### src/rtl/sad_best_match.sv
// sad_best_match: collects N_CAND SAD results from the SAD stage over a
// four-phase done/ack handshake and keeps the running minimum and its index.
// The best match is then presented until result_ack takes it.
//
// Handshake semantics:
//   SAD side (four-phase): the producer raises sad_done with sad_in stable.
//   sad_ack rises one clk after sad_done is sampled high. The producer then
//   drops sad_done, and sad_ack falls one clk after sad_done is sampled low.
//   Each done/ack cycle captures exactly one result.
//   Result side (valid/ack): result_valid stays high with best_sad/best_idx
//   frozen until result_ack is sampled high. The transfer happens on that
//   edge, and result_valid drops on the same edge.
module sad_best_match #(
  parameter int WIDTH  = 8,
  parameter int SAD_W  = WIDTH + 5,
  parameter int N_CAND = 16,
  parameter int IDX_W  = 4
) (
  input  logic             clk,
  input  logic             rst,
  input  logic             start,
  input  logic             sad_done,
  input  logic [SAD_W-1:0] sad_in,
  output logic             sad_ack,
  input  logic             result_ack,
  output logic [SAD_W-1:0] best_sad,
  output logic [IDX_W-1:0] best_idx,
  output logic             result_valid,
  output logic             busy,
  output logic [1:0]       dbg_state
);

  localparam logic [1:0] S_IDLE    = 2'd0;
  localparam logic [1:0] S_WAIT    = 2'd1;
  localparam logic [1:0] S_CAPTURE = 2'd2;
  localparam logic [1:0] S_RESULT  = 2'd3;

  // Terminal count: cnt stops at N_CAND-1 and never wraps.
  localparam logic [IDX_W-1:0] LAST_IDX = IDX_W'(N_CAND - 1);

  logic [1:0]       state;
  logic [IDX_W-1:0] cnt;

  // The first candidate always loads. Later candidates load only when they
  // are strictly smaller, so the earliest minimum wins a tie.
  logic take_new;
  assign take_new = (cnt == '0) || (sad_in < best_sad);

  // Search FSM with registered handshake outputs and the best-match tracker.
  always_ff @(posedge clk or posedge rst) begin
    if (rst) begin
      state        <= S_IDLE;
      cnt          <= '0;
      best_sad     <= '1;
      best_idx     <= '0;
      sad_ack      <= 1'b0;
      result_valid <= 1'b0;
      busy         <= 1'b0;
    end else begin
      case (state)
        S_IDLE: begin
          if (start) begin
            state    <= S_WAIT;
            cnt      <= '0;
            best_sad <= '1;
            best_idx <= '0;
            busy     <= 1'b1;
          end
        end
        S_WAIT: begin
          if (sad_done) begin
            state   <= S_CAPTURE;
            sad_ack <= 1'b1;
            if (take_new) begin
              best_sad <= sad_in;
              best_idx <= cnt;
            end
          end
        end
        S_CAPTURE: begin
          // sad_done held high keeps the FSM here, so a result is never
          // captured twice.
          if (!sad_done) begin
            sad_ack <= 1'b0;
            if (cnt == LAST_IDX) begin
              state        <= S_RESULT;
              result_valid <= 1'b1;
            end else begin
              cnt   <= cnt + 1'b1;
              state <= S_WAIT;
            end
          end
        end
        S_RESULT: begin
          if (result_ack) begin
            state        <= S_IDLE;
            result_valid <= 1'b0;
            busy         <= 1'b0;
          end
        end
        default: begin
          state <= S_IDLE;
        end
      endcase
    end
  end

  assign dbg_state = state;

endmodule

### config.mk
export PLATFORM = sky130hd
export DESIGN_NAME = sad_best_match
export DESIGN_NICKNAME = d
export VERILOG_FILES = /design/src/rtl/sad_best_match.sv
export SDC_FILE = /design/constraint.sdc
export NUM_CORES = 1
export LEC_CHECK = 0
export ABC_AREA = 1
export BUFFER_PORTS_ARGS = -buffer_cell sky130_fd_sc_hd__clkbuf_2
export CAP_MARGIN = 5
export CORE_MARGIN = 1
export CORE_UTILIZATION = 50
export DETAILED_ROUTE_END_ITERATION = 10
export GPL_TIMING_DRIVEN = 1
export HOLD_SLACK_MARGIN = 0.02
export PLACE_DENSITY = 0.76
export SYNTH_ARGS = -nofsm -noshare
export SYNTH_HDL_FRONTEND = slang
export SYNTH_SLANG_ARGS = --single-unit
### constraint.sdc
create_clock -name clk -period 2.2 [get_ports clk]
set_input_delay 0.44 -clock clk [delete_from_list [all_inputs] [get_ports clk]]
set_output_delay 0.44 -clock clk [all_outputs]
set_load 0.01 [all_outputs]
# After elaboration in Yosys (flattened, before gate mapping)
# Cells that the tools add are included.
# totals
regBits,26
word_cells,60
out_inout_bits,22
in_bits,18
# classes
eq_ne,11
n_mux,26
addsub,1
reduce_logical,14
n_lt_le_gt_ge,1
# op_table
cell,n
2-to-1 mux 13 bit,3
one-hot mux 13 bit (2 select lines),1
2-to-1 mux 4 bit,5
one-hot mux 4 bit (2 select lines),2
AND reduction 4 bit,4
!= test 2 bit (second input constant),7
less-than comparator 13 bit,1
2-to-1 mux 2 bit,5
nonzero test 2 bit,5
one-hot mux 2 bit (4 select lines),1
2-to-1 mux 1 bit,6
one-hot mux 1 bit (2 select lines),3
AND reduction 3 bit,2
adder 4 x 1 -> 4 bit (second input constant),1
== test 2 bit (second input constant),2
== test 4 bit (second input constant),1
logical NOT 4 bit,1
== test 2 x 1 -> 1 bit (second input constant),1
logical NOT 2 bit,1
logical OR 1 bit,1

# Depth between registers and ports, before layout
# logic_depth
ltp_word,5
depth_mapped,13
depth_no_buf,12

# Worst setup path before layout
# Ideal clock, no wire load.
# synth_timing
path_type,register -> register
from,reg best_sad[12]
to,reg best_idx[0]
setup_ns,0.117
path_buffers,1
t_required_ns,2.083
arrival_time_ns,1.697
slack_ns,0.386
stages_incl_launch_ff,13
synth_period_minus_slack_ns,1.814
cell_sequence,dfstp_2 -> inv_1 -> ha_1 -> nand2_1 -> nor2_1 -> nand2_1 -> nor2_1 -> nand2_1 -> nand2_1 -> nand2_2 -> buf_2 -> nand3_1 -> nand2_1
# synth_via
elab_chain_len,4
# synth_rtl
item,line,rtl
from (decl),26,"output logic [SAD_W-1:0] best_sad,"
from (signal assigned),75,best_sad <= sad_in;
less-than comparator 13 bit,47,assign take_new = (cnt == '0) || (sad_in < best_sad);
logical OR 1 bit,47,
!= test 2 bit (no line),n/a,
AND reduction 4 bit (no line),n/a,
to (signal assigned),76,best_idx <= cnt;
to (decl),27,"output logic [IDX_W-1:0] best_idx,"
# No other way between the ends.
# A chain may end at the register's enable or synchronous reset.

# Worst setup path in the final report
# layout_timing
from,reg best_sad[12]
to,reg best_idx[2]
# The elaborated chain is that of the path after synthesis.

==> reports/results.tsv <==
stage	metric	value	unit
run_status	run status	complete, no violations	
grt	vias in the first global route	1450	
finish	Post-layout nets	287	
synth	Post-synth top cells	67 x nand2_1, 28 x inv_1, 24 x nand3_1	
finish	synthesis-to-finish area growth	16.8	%
sta	post-route setup TNS	0	ps
sta	worst hold margin	122	ps
pwr	Tot Pwr	2.47	mW
synth	asr flop ratio synth	100	%
grt	Overflow after GRT	0	
pwr	pwr dens	1300	nW/um^2
routing	DRC	0	
synth	Yosys reg bits	26	
clock_network	number of setup buffers added after CTS	0	
grt	first-pass GRT wire length	5770	microns
sta	Min Clock Period, post-route	2000	ps
routing	Final ANT Viol Nets	0	
clock_network	CTS tree	done	
routing	DR pass1 iterations	4	
routing	routed length on met2	1680	microns
synth	Synth Flop Type	dfstp_2	
min_path	Hold WC Path Type	in -> async	
placement	PortBufs	39	
pwr	P_leak	1.10	nW
synth	synth warn	0	
clock_network	Clock Latency Late Sink	320	ps
synth	post-synthesis mux area share	0	%
clock_network	post-CTS sizing	0	
synth	syn avg cell area	7.64	sq um
clock_network	CTS Buffer Depth	2	
clock_network	Post-CTS Hold Fix Bufs	0	
synth	count leader, synth	nand2_1	
routing	routed vias/inst	4.78	
floorplanning	DIE WIDTH	59.1	microns
grt	largest net degree at the start of global routing	27	
setup_path	critical path data arrival time	2260	ps
synth	Synth area leader	dfstp_2	
setup_path	CP endpoint kind	flop	
synth	post-synth top area share	21.0	%
clock_network	buffer type at the clock tree root	clkbuf_4	
routing	metal3 WL	82	microns
synth	Synth area leaders	dfstp_2 21%, dfrtp_1 20%, nand2_1 15%	
job	Max Cap Violations	0	
synth	Post-Synth Adder-Cell Area	10.8	%
setup_path	Crit Path Category	reg -> reg	
floorplanning	area of the core	3080	sq um
routing	M1 WL	1460	microns
setup_path	Crit path required time	2460	ps
synth	register area share after synthesis	41.0	%
synth	Compound-Gate Fraction of Synth Area	5.69	%
finish	fin cells	298	
setup_path	Critical Path, Cell by Cell	inv_1, ha_1, nand2_1, nor2_1, nand2_1, nor2_1, nand2_1, nand2_1, nand2_2, nand2_4, nand2_1, nand2_1	
setup_path	Slowest Stage Delay on Critical Path	570	ps
clock_network	CTS Sinks	26	
clock_network	Reg clk slew, reported paths	140	ps
finish	layout cells sized above 1	31.1	%
routing	max layer used	met4	
clock_network	H-tree levels	1	
floorplanning	Die H	59.1	microns
floorplanning	Die ar.	3490	sq um
sta	skew final	9.44	ps
synth	simple-gate share of the synthesized area	33.5	%
floorplanning	Rows	20	
setup_path	most frequent cell on the critical path	nand2_1	
synth	Post-Synth XOR/XNOR Area	0	%
finish	diode count	0	
sta	worst-margin pin slew	422	ps
synth	Cell variety after synth	24	
grt	GR Util All Layers	21.8	%
sta	Slew headroom	71.8	%
floorplanning	I/O pin cnt	40	
finish	Filler cells	314	
routing	via count	1423	
synth	Syn Inst Count	213	
setup_path	Startpoint Class	flop	
sta	crit share post-route	91.1	%
finish	Finished Core Util	61.8	%
synth	Post-synth EDFFs	0	
clock_network	CTS Buf Count	3	
sta	RSZ-0062 raised after global routing	false	
pwr	Worst VDD drop	0.706	mV
setup_path	worst-path maximum fanout	17	
sta	Max Slew Vio Count	0	
routing	WL per Instance	11.0	microns
sta	final hold vios	0	
floorplanning	Initial Util	52.9	%
setup_path	Crit-path slowest cell	dfstp_2	
synth	largest family of logic cells by synthesized area	simple AND/OR/NAND/NOR gates	
placement	Final Wtd Congestion	0.855	
sta	f_max	0.499	GHz
grt	initial antenna violation count	0	
synth	Post-Syn Area	1630	sq um
sta	Final setup viols	0	
routing	WL final	3270	microns
placement	dpl cells	294	
placement	DP HPWL	2630	microns
synth	Mapped Nets	245	
routing	initial DRC count	34	
[layout make-up]
cell class              count  area [sq um]  area share (%)
multi-input cells         151           813            42.8
flip-flops and latches     26           667            35.1
repair buffers             41           210            11.1
inverters                  32           120            6.32
well taps                  44          55.1            2.89
clock buffers               4          36.3            1.91
[metal layers]
metal,global-route usage (%),up-vias
li1,-,752
met4,8.16,0
met3,2.40,6
met1,25.3,641
met5,0,-
met2,40.7,24
[sequential cells by signal, indices dropped and copies added, names as in the netlist]
| signal | cells |
|---|---|
| cnt | 4 |
| best_idx | 4 |
| dbg_state | 2 |
| busy | 1 |
| sad_ack | 1 |
| result_valid | 1 |
| best_sad | 13 |
[power by group]
| part | internal, mW | switching, mW | leakage (nW) |
|---|---|---|---|
| logic | 0.512 | 0.817 | 0.774 |
| registers | 0.756 | 0.154 | 0.306 |
| clock network | 0.101 | 0.134 | 0.0210 |
| total | 1.37 | 1.10 | 1.10 |
[worst paths after layout]
kind                                    from            to  slack, ps  depth (start not counted)
worst max-delay path            best_sad[12]   best_idx[2]        200                         12
worst min-delay path                     rst          busy        120                          3
worst max register to register  best_sad[12]   best_idx[2]        200                         12
worst min register to register  best_sad[10]  best_sad[10]        480                          2
max in group asynchronous                rst  best_sad[10]       1770                          3
min in group clk                    sad_done       sad_ack        420                          3
[critical path: cells and delay by family (launching register included)]
family                     cells  cell delay, ps
and+or+nand+nor               10            1040
DFF                            1             570
adders and majority gates      1             280
buffers and inverters          1              40
[placed cells by master, fill, tap and decap left out, types with 2 or more instances in the layout]
| cell type | count |
|---|---|
| nand2_1 | 67 |
| clkbuf_2 | 39 |
| inv_1 | 28 |
| nand3_1 | 24 |
| ha_1 | 14 |
| dfrtp_1 | 13 |
| dfstp_2 | 13 |
| or2_2 | 12 |
| nor2_1 | 11 |
| o21ai_0 | 8 |
| a21oi_1 | 5 |
| inv_2 | 4 |
| clkbuf_4 | 3 |
| nand2_4 | 2 |
| buf_4 | 2 |
[kinds of logic (layout without fill, tap and decap cells)]
family	count (synthesis)	count (layout)
DFF	26	26
AOI/OAI and AO/OA	16	16
and+or+nand+nor	121	121
buffers and inverters	36	77
adders and majority gates	14	14
[per-stage QoR]
stage,worst slack [ps],cell area [sq um]
2_1_floorplan,386,1630
3_3_place_gp,227,1870
3_5_place_dp,202,1870
4_1_cts,171,1900
5_1_grt,26.0,1900
6_report,196,1900
No activity file was read; power rests on OpenSTA's default activity.
